## config.mk

```make
export PLATFORM = sky130hd
export DESIGN_NAME = hamming_tx_scheduler_flat
export DESIGN_NICKNAME = d
export VERILOG_FILES = /design/src/rtl/hamming_tx_if.sv /design/src/rtl/hamming_tx_scheduler.sv /design/src/flat_wrapper.sv
export SDC_FILE = /design/constraint.sdc
export NUM_CORES = 1
export LEC_CHECK = 0
export BUFFER_PORTS_ARGS = -buffer_cell sky130_fd_sc_hd__buf_2
export CAP_MARGIN = 0
export CORE_ASPECT_RATIO = 1.4
export CORE_MARGIN = 2
export CORE_UTILIZATION = 30
export DETAILED_ROUTE_END_ITERATION = 10
export PLACE_DENSITY = 0.54
export SLEW_MARGIN = 0
export SYNTH_ARGS = -nofsm -noshare
export SYNTH_HDL_FRONTEND = slang
export SYNTH_SLANG_ARGS = --single-unit
```

## constraint.sdc

```tcl
create_clock -name Clk -period 2.45 [get_ports Clk]
set_clock_uncertainty 0.2 [all_clocks]
set_input_delay 0.1225 -clock Clk [delete_from_list [all_inputs] [get_ports Clk]]
set_output_delay 0.1225 -clock Clk [all_outputs]
set_load 0.02 [all_outputs]
```

## src/rtl/hamming_tx_if.sv

```systemverilog
// Request and serial-line signals of the Hamming(7,4) transmit scheduler.
// master: producers plus line side; slave: the scheduler.
interface hamming_tx_if #(
  parameter int CNT_W = 8
);
  logic             ReqA_Valid;
  logic [3:0]       ReqA_Data;
  logic             ReqA_Ready;
  logic             ReqB_Valid;
  logic [3:0]       ReqB_Data;
  logic             ReqB_Ready;
  logic             TxEn;
  logic             SerOut;
  logic             SerValid;
  logic             FrameStart;
  logic             FrameEnd;
  logic             GrantId;
  logic             Busy;
  logic [CNT_W-1:0] FrameCount;

  modport master (
    output ReqA_Valid, ReqA_Data,
    output ReqB_Valid, ReqB_Data,
    output TxEn,
    input  ReqA_Ready, ReqB_Ready,
    input  SerOut, SerValid,
    input  FrameStart, FrameEnd,
    input  GrantId, Busy, FrameCount
  );

  modport slave (
    input  ReqA_Valid, ReqA_Data,
    input  ReqB_Valid, ReqB_Data,
    input  TxEn,
    output ReqA_Ready, ReqB_Ready,
    output SerOut, SerValid,
    output FrameStart, FrameEnd,
    output GrantId, Busy, FrameCount
  );
endinterface

```

## src/rtl/hamming_tx_scheduler.sv

```systemverilog
// Round-robin arbiter feeding one Hamming(7,4) encoder/serializer.
// Frames go out MSB first with start/end markers and a trailing gap.
module hamming_tx_scheduler #(
  parameter int GAP_CYCLES = 1,
  parameter int CNT_W      = 8
) (
  input  logic         Clk,
  input  logic         Rst,
  hamming_tx_if.slave  bus
);

  typedef enum logic [1:0] {
    IDLE,
    SHIFT,
    GAP
  } state_e;

  localparam logic [3:0] GAP_LAST =
    4'(GAP_CYCLES == 0 ? 0 : GAP_CYCLES - 1);

  function automatic logic [6:0] enc(input logic [3:0] d);
    return {d,
            d[1] ^ d[2] ^ d[3],
            d[0] ^ d[2] ^ d[3],
            d[0] ^ d[1] ^ d[3]};
  endfunction

  state_e           state_q, state_d;
  logic [6:0]       sh_q, sh_d;
  logic [2:0]       bit_q, bit_d;
  logic [3:0]       gap_q, gap_d;
  logic [CNT_W-1:0] cnt_q, cnt_d;
  logic             gid_q, gid_d;

  logic rdy_a, rdy_b;
  logic ser, ser_vld, fstart, fend;

  always_ff @(posedge Clk) begin
    if (Rst) begin
      state_q <= IDLE;
      sh_q    <= '0;
      bit_q   <= '0;
      gap_q   <= '0;
      cnt_q   <= '0;
      gid_q   <= 1'b1;
    end else begin
      state_q <= state_d;
      sh_q    <= sh_d;
      bit_q   <= bit_d;
      gap_q   <= gap_d;
      cnt_q   <= cnt_d;
      gid_q   <= gid_d;
    end
  end

  always_comb begin
    state_d = state_q;
    sh_d    = sh_q;
    bit_d   = bit_q;
    gap_d   = gap_q;
    cnt_d   = cnt_q;
    gid_d   = gid_q;
    rdy_a   = 1'b0;
    rdy_b   = 1'b0;
    ser     = 1'b0;
    ser_vld = 1'b0;
    fstart  = 1'b0;
    fend    = 1'b0;
    unique case (state_q)
      IDLE: begin
        // On a tie, grant whoever did not win last time.
        rdy_a = bus.ReqA_Valid &
                (~bus.ReqB_Valid | gid_q);
        rdy_b = bus.ReqB_Valid &
                (~bus.ReqA_Valid | ~gid_q);
        if (rdy_a | rdy_b) begin
          sh_d = enc(rdy_a ? bus.ReqA_Data
                           : bus.ReqB_Data);
          gid_d   = rdy_b;
          bit_d   = '0;
          state_d = SHIFT;
        end
      end
      SHIFT: begin
        ser     = sh_q[6];
        ser_vld = bus.TxEn;
        fstart  = bus.TxEn & (bit_q == 3'd0);
        fend    = bus.TxEn & (bit_q == 3'd6);
        if (bus.TxEn) begin
          sh_d  = {sh_q[5:0], 1'b0};
          bit_d = bit_q + 3'd1;
          if (bit_q == 3'd6) begin
            cnt_d   = cnt_q + CNT_W'(1);
            gap_d   = '0;
            state_d = (GAP_CYCLES > 0) ? GAP : IDLE;
          end
        end
      end
      GAP: begin
        gap_d = gap_q + 4'd1;
        if (gap_q == GAP_LAST) state_d = IDLE;
      end
      default: state_d = IDLE;
    endcase
  end

  assign bus.ReqA_Ready = rdy_a;
  assign bus.ReqB_Ready = rdy_b;
  assign bus.SerOut     = ser;
  assign bus.SerValid   = ser_vld;
  assign bus.FrameStart = fstart;
  assign bus.FrameEnd   = fend;
  assign bus.GrantId    = gid_q;
  assign bus.Busy       = (state_q != IDLE);
  assign bus.FrameCount = cnt_q;

endmodule

```

## src/flat_wrapper.sv

```systemverilog
// flat-port wrapper written by rule: the top's interface ports become plain ports
module hamming_tx_scheduler_flat 
#(
  parameter int GAP_CYCLES = 1,
  parameter int CNT_W      = 8
)
  (Clk, Rst, bus_ReqA_Valid, bus_ReqA_Data, bus_ReqB_Valid, bus_ReqB_Data, bus_TxEn, bus_ReqA_Ready, bus_ReqB_Ready, bus_SerOut, bus_SerValid, bus_FrameStart, bus_FrameEnd, bus_GrantId, bus_Busy, bus_FrameCount);
  hamming_tx_if #(.CNT_W(CNT_W)) bus_i ();
  input  logic Clk;
  input  logic Rst;
  input wire logic [$bits(bus_i.ReqA_Valid)-1:0] bus_ReqA_Valid;
  input wire logic [$bits(bus_i.ReqA_Data)-1:0] bus_ReqA_Data;
  input wire logic [$bits(bus_i.ReqB_Valid)-1:0] bus_ReqB_Valid;
  input wire logic [$bits(bus_i.ReqB_Data)-1:0] bus_ReqB_Data;
  input wire logic [$bits(bus_i.TxEn)-1:0] bus_TxEn;
  output wire logic [$bits(bus_i.ReqA_Ready)-1:0] bus_ReqA_Ready;
  output wire logic [$bits(bus_i.ReqB_Ready)-1:0] bus_ReqB_Ready;
  output wire logic [$bits(bus_i.SerOut)-1:0] bus_SerOut;
  output wire logic [$bits(bus_i.SerValid)-1:0] bus_SerValid;
  output wire logic [$bits(bus_i.FrameStart)-1:0] bus_FrameStart;
  output wire logic [$bits(bus_i.FrameEnd)-1:0] bus_FrameEnd;
  output wire logic [$bits(bus_i.GrantId)-1:0] bus_GrantId;
  output wire logic [$bits(bus_i.Busy)-1:0] bus_Busy;
  output wire logic [$bits(bus_i.FrameCount)-1:0] bus_FrameCount;
  assign bus_i.ReqA_Valid = bus_ReqA_Valid;
  assign bus_i.ReqA_Data = bus_ReqA_Data;
  assign bus_i.ReqB_Valid = bus_ReqB_Valid;
  assign bus_i.ReqB_Data = bus_ReqB_Data;
  assign bus_i.TxEn = bus_TxEn;
  assign bus_ReqA_Ready = bus_i.ReqA_Ready;
  assign bus_ReqB_Ready = bus_i.ReqB_Ready;
  assign bus_SerOut = bus_i.SerOut;
  assign bus_SerValid = bus_i.SerValid;
  assign bus_FrameStart = bus_i.FrameStart;
  assign bus_FrameEnd = bus_i.FrameEnd;
  assign bus_GrantId = bus_i.GrantId;
  assign bus_Busy = bus_i.Busy;
  assign bus_FrameCount = bus_i.FrameCount;
  hamming_tx_scheduler #(.GAP_CYCLES(GAP_CYCLES), .CNT_W(CNT_W)) u_core (.Clk(Clk), .Rst(Rst), .bus(bus_i));
endmodule
```

After elaboration in Yosys (flattened, before gate mapping):

Cells that the tools add are included.

* add/sub/neg operators: 3
* equal/unequal tests: 7
* multiplexer cells: 21
* bitwise operators: 16
* reductions and logical operators: 11

Operators by type and width (count)
* $mux 7: 2
* $pmux 7 s2: 1
* $mux 4: 3
* $reduce_and 3->1: 3
* $add 8x1->8 const B: 1
* $mux 2: 4
* $pmux 4 s2: 1
* $mux 1: 6
* $mux 3: 2
* $ne 2x1->1 const B: 3
* $pmux 2 s3: 1
* $pmux 3 s2: 1
* $reduce_bool 2->1: 3
* $xor 1x1->1: 6
* $add 4x1->4 const B: 1
* $and 1x1->1: 4
* $logic_not 4->1: 1
* $reduce_and 4->1: 1
* $add 3x1->3 const B: 1
* $eq 3x3->1 const B: 1
* $logic_not 3->1: 1
* $not 1->1: 3
* $or 1x1->1: 3
* $eq 2x1->1 const B: 1
* 4 further kinds: 4

* register bits after elaboration: 25
* input port bits: 13
* word-level logic and storage cells: 64

Depth between registers and ports, before layout:

Gate-level depths: netlist (run 1).

* depth in word-level cells: 8
* depth in mapped cells: 7

Worst setup path after synthesis (run 1):

Ideal clock, no wire load.

* path type: register to output
* from: register u_core.state_q[0]
* to: output bus_FrameStart
* data arrival time: 1507 ps
* slack: 621 ps
* cell stages (with the launch flop): 5
* cell sequence: dfxtp_1 -> nor2b_1 -> buf_2 -> nand2_1 -> nor3b_1

* longest elaborated chain between the ends: 2

RTL lines
* from (decl): line hamming_tx_scheduler.sv:28 `state_e state_q, state_d;`
* from (signal assigned): line hamming_tx_scheduler.sv:47 `state_q <= state_d;`
* $eq 2x1->1: line hamming_tx_scheduler.sv:69 `unique case (state_q)`
* $mux 1: line hamming_tx_scheduler.sv:69
* to (decl): line flat_wrapper.sv:20 `output wire logic [$bits(bus_i.FrameStart)-1:0] bus_FrameStart;`

Every way passes these cells.

Worst setup path in the final report (run 1):

Same ends and word-level chain as after synthesis.

==> flow_summary.ini, run 1 <==
[worst_setup_path]
crit_path_max_fanout = 9
worstPathArrival_ns = 1.81
end_kind = primary output
critPathLaunchType = register
critPathRequiredTime_ns = 2.13
critPathKind = register to primary output
crit_chain = nor2b_1 > nand2_1 > nor3b_1 > buf_2
r2r_end = u_core.bus.FrameCount[7]
reg2reg_from = u_core.bit_q[0]
ff2ff_path_depth = 6
r2r_setup_slack_ns = 0.46
max_stage_delay_ns = 0.46
cp_slowest_cell = dfxtp_1

[floorplanning]
die_w_um = 62.15
dieHeight_um = 85.41
die_area_mm2 = 0.005308
start_util = 0.3131
pin_count = 29
num_rows = 29
core_area_mm2 = 0.004536

[yosys]
synth_warnings = 0
ys.flop_type = dfxtp_1
ys_types = 39
syn-num-nets = 186
async_flop_share = 0
yosysSeqAreaShare = 0.3524
syn_inst = 167
synth_edf_count = 0
ys_ff_latch = 25
syn_avg_cell_area_um2 = 8.504
synth_area_mm2 = 0.001420

[drt]
vias = 1211
ant_nets = 0
avgViaCountPerCell = 4.694
drcViolationCount = 0
drt_iter0_drc = 60
route.final.wire_length_um = 3130
wl_per_cell_um = 12.13
drtPass1Iterations = 4

[global_route]
grt_use_total = 0.1288
grt_pass1_wl_um = 5616
grt_pass1_vias = 1195
grt_antenna_before_repair = 0
grt_start_max_net_pins = 33
overflow = 0

[cells_and_area]
post-route-util = 0.3721
final_cell_area_mm2 = 0.001688
fin_nets = 216
num_antenna_cells = 0
area_growth_pct = 18.85
drive_gt1_frac = 0.1990

[power]
powerDensity_mw_per_mm2 = 490.4
leakagePower_uw = 0.0007143
vdd_drop_max_mv = 0.2107

[min_path]
min_delay_path_depth = 4
min_from = bus_ReqB_Valid
holdPathEnd = u_core.bus.GrantId
hold_class = input port to register

[clocking]
numCtsBuffers = 3
cts_sinks = 25
clk_pin_slew_ns = 0.09
h-tree-depth = 1
clk_path_buf_depth = 2
root_buffer = clkbuf_8
clock_latency_ns = 0.27
tritoncts = built
post-cts-setup-buffers = 0

[sta]
final.setup.tns_ns = 0
hold_ws_ns = 0.06660
max_freq_ghz = 0.4688
maxSlewHeadroom = 0.6367
period_share = 0.8706
min_period_ns = 2.133
hold_viol_final = 0
setup_viol = 0
slew_viol_final = 0
rsz0062_at_grt = false
tightest_slew_ns = 0.5450

[job]
maxCapViolations = 0

[placement]
gp_congestion = 0.7548
dpl-instance-area_mm2 = 0.001632
dp_hpwl_um = 2387
portBuffers = 28

[status]
outcome = completed
-- cell usage in the layout, fill, tap and decap left out, types with 4 or more instances in the layout --
master    synthesis  routed
a21oi_1           8       8
and3_1            5       5
o41ai_1           5       5
nand2_1          13      13
nor2b_1           4       4
nand3b_1          6       6
buf_2             2      28
nand3_1           6       6
nor3_1            5       5
ha_1              6       6
xnor2_1          11      11
dfxtp_1          25      25
a211oi_1          8       8
nor2_1           21      21
inv_1             8       8
-- power by group --
part | internal [uW] | switching, uW
Sequential | 422 | 10.5
Combinational | 67.6 | 80.8
Clock | 114 | 133
Total | 604 | 224
-- sequential cells by signal (all words and copies together) (netlist names) --
signal                 count
u_core.bus.FrameCount      8
u_core.sh_q                7
u_core.gap_q               4
u_core.bit_q               3
u_core.state_q             2
u_core.bus.GrantId         1
-- per-stage QoR --
stage               worst slack (ns)  total power (uW)  std cells
global route                  0.1258             881.3        258
global placement              0.4966             592.1        253
CTS                           0.2961             835.8        258
detailed placement            0.4609             591.0        253
finish                        0.3171             827.7        258
floorplan                     0.6207             542.2        167
-- area by class of cell --
class,count,area (um^2)
Tap cell,62,77.57
Fill cell,490,2848
Clock buffer,3,41.29
Inverter,8,30.03
Timing Repair Buffer,32,172.7
Clock inverter,1,5.005
Multi-Input combinational cell,127,860.8
Sequential cell,25,500.5
-- critical path, delay by kind of cell, from the launching register on --
family | cells | cell delay, ns
AND/OR/NAND/NOR | 3 | 0.87
flip-flops | 1 | 0.46
buffers and inverters | 1 | 0.21
-- how the worst max path moves through the flow --
stage,slack (ns),start,endpoint,cells after the start
2_1_floorplan,0.62,u_core.state_q[0],bus_FrameStart,4
3_3_place_gp,0.50,u_core.bit_q[0],u_core.bus.FrameCount[7],6
3_5_place_dp,0.46,u_core.bit_q[0],u_core.bus.FrameCount[7],6
4_1_cts,0.30,u_core.state_q[0],bus_FrameStart,4
5_1_grt,0.13,u_core.state_q[0],bus_FrameStart,4
6_report,0.32,u_core.state_q[0],bus_FrameStart,4
-- logic make-up (layout without fill, tap and decap cells) --
kind of cell             Yosys count  count (layout)  share of synthesized area
AO/OA/AOI/OAI                     27              27                     0.1339
XOR/XNOR                          16              16                     0.1189
adder cells (fa/ha/maj)            6               6                    0.05286
buffers and inverters             15              44                    0.04141
flip-flops                        25              25                     0.3524
multiplexers                       3               3                    0.02379
AND/OR/NAND/NOR                   75              75                     0.2767
-- metal layers --
metal	up-vias	global-route usage	share of wire
li1	639	-	-
met1	559	0.1596	0.46
met2	13	0.2302	0.52
met3	0	0.02122	0.019
met4	0	0.03636	0
met5	-	0	0
-- cell usage after synthesis (4+ instances only) --
library cell	n	share of area
a21oi_1	8	0.028
nor3_1	5	0.018
a211oi_1	8	0.042
nand2_1	13	0.034
clkbuf_1	4	0.011
ha_1	6	0.053
nor2b_1	4	0.018
xnor2_1	11	0.068
nand3b_1	6	0.032
nor2_1	21	0.056
inv_1	8	0.021
dfxtp_1	25	0.35
and3_1	5	0.022
o41ai_1	5	0.031
nand3_1	6	0.021
-- timing repair --
item / in CTS / in global routing
resized for setup: 0 / 0
hold endpoints to repair: 1 / 0
hold buffers: 1 / 0
No activity file was read; power rests on OpenSTA's default activity.
==> run 2, diff against run 1 <==
--- a/config.mk
+++ b/config.mk
@@ -9,9 +9,10 @@
 export CAP_MARGIN = 0
 export CORE_ASPECT_RATIO = 1.4
 export CORE_MARGIN = 2
-export CORE_UTILIZATION = 30
+export CORE_UTILIZATION = 54
+export CTS_CLUSTER_SIZE = 30
 export DETAILED_ROUTE_END_ITERATION = 10
-export PLACE_DENSITY = 0.54
+export PLACE_DENSITY = 0.84
 export SLEW_MARGIN = 0
 export SYNTH_ARGS = -nofsm -noshare
 export SYNTH_HDL_FRONTEND = slang
==> run 2 against run 1 <==
  * Register-to-register slack worse by 0.12 ns
  * Global-route usage increased by 9.0 points
  * Hold slack got worse by 0.034 ns
  * Routed wire length decreased by 1.8%
  * Core utilization increased by 26 points
  * Power fell by 8.2%
  * Largest power group unchanged
  * Highest routed layer is now met4
==> flow_summary.ini, run 2 (synthesized netlist as in run 1, its figures left out) <==
[status]
outcome = completed

[worst_setup_path]
critPathKind = register to register
critPathRequiredTime_ns = 2.49
critPathLaunchType = register
end_kind = register
crit_path_max_fanout = 17
worstPathArrival_ns = 2.15
r2r_setup_slack_ns = 0.34
ff2ff_path_depth = 4

[clocking]
root_buffer = clkbuf_4
tritoncts = built
h-tree-depth = 1
cts-resized-gates = 0
numCtsBuffers = 3
cts_sinks = 25
ctsHoldBuffers = 1
clk_path_buf_depth = 2
clk_pin_slew_ns = 0.13
post-cts-setup-buffers = 0
clock_latency_ns = 0.31

[floorplanning]
die_area_mm2 = 0.003062
core_area_mm2 = 0.002560
pin_count = 29
num_rows = 22
die_w_um = 47.34
dieHeight_um = 64.68
start_util = 0.5547

[cells_and_area]
final_common_cell = buf_2
area_growth_pct = 14.10
multiInputGateArea_um2 = 860.8
num-fill-cells = 235
fin_nets = 214
final_cells = 230
seq_area_um2 = 500.5
layout_common_cells = 28 x buf_2, 25 x dfxtp_1, 21 x nor2_1
largest_register_ffs = 8
num_antenna_cells = 0
final_cell_area_mm2 = 0.001620
drive_gt1_frac = 0.1856

[global_route]
grt_antenna_before_repair = 0
grt_start_max_net_pins = 33
overflow = 0
grt_use_total = 0.2192
grt_pass1_wl_um = 5016
grt_pass1_vias = 1256

[sta]
min_period_ns = 2.114
slew_viol_final = 0
setup_viol = 0
period_share = 0.8630
maxSlewHeadroom = 0.6511
tightest_slew_ns = 0.5233
hold_viol_final = 0
rsz0062_at_grt = false
final.setup.tns_ns = 0
max_freq_ghz = 0.4729

[drt]
drt_iter0_drc = 28
route.final.wire_length_um = 3073
avgViaCountPerCell = 5.587
drtPass1Iterations = 4
vias = 1285
wl_per_cell_um = 13.36
drcViolationCount = 0
ant_nets = 0

[power]
vdd_drop_max_mv = 0.2772
leakagePower_uw = 0.0006941
powerDensity_mw_per_mm2 = 468.7

[placement]
dpl-instance-area_mm2 = 0.001584
gp_congestion = 0.8089
dp.cells = 225
dp_hpwl_um = 2350
portBuffers = 28

[job]
maxCapViolations = 0

[min_path]
min_delay_path_depth = 4
hold_class = input port to register
[run 2: changes by cell type in the layout (fill, tap and decap cells not counted), sizes merged]
cell	change
buf	-2
clkinv	-1
clkbuf	+1
[run 2: worst paths after layout]
check	to	startpoint
setup reg to reg	u_core.sh_q[2]	u_core.state_q[0]
hold reg to reg	u_core.sh_q[2]	u_core.sh_q[2]
hold / removal	u_core.bus.GrantId	bus_ReqB_Valid
setup / recovery	u_core.sh_q[2]	u_core.state_q[0]
[run 2: per-layer routing]
| layer | up-vias | global-route usage | wire length [um] |
|---|---|---|---|
| met5 | - | 0 | 0 |
| met4 | 0 | 0.07292 | 39 |
| met3 | 4 | 0.02786 | 80 |
| met2 | 21 | 0.4020 | 1664 |
| met1 | 617 | 0.2408 | 1289 |
| li1 | 643 | - | - |
[run 2: worst max-delay path: stages (launching register included)]
cell and delay [ns]:
dfxtp_1 0.49, nor3_1 0.12, a211o_1 0.49, or4_1 0.60
a21oi_1 0.14
[run 2: where the power goes]
group	leakage [uW]	total [uW]	switching, uW	internal, uW
clock network	0.0000150	179	115	63.5
registers	0.000204	434	10.8	423
logic	0.000475	147	82.2	64.7
[run 2: area by class of cell]
class | count | area share
clock buffer | 4 | 0.01622
inverter | 8 | 0.01853
multi-input combinational | 127 | 0.5313
sequential | 25 | 0.3089
tap | 36 | 0.02780
timing repair buffer | 30 | 0.09730
[run 2: stage by stage]
step	hold slack (ns)	worst slack (ns)	power, uW	utilization
floorplan	0.09114	0.6207	542.2	-
global placement	0.2443	0.5336	580.5	0.6188
detailed placement	0.2607	0.4156	588.1	0.6188
CTS	0.03509	0.3612	764.6	0.6329
global route	0.07395	0.2111	798.3	0.6329
finish	0.03295	0.3356	759.4	0.6329
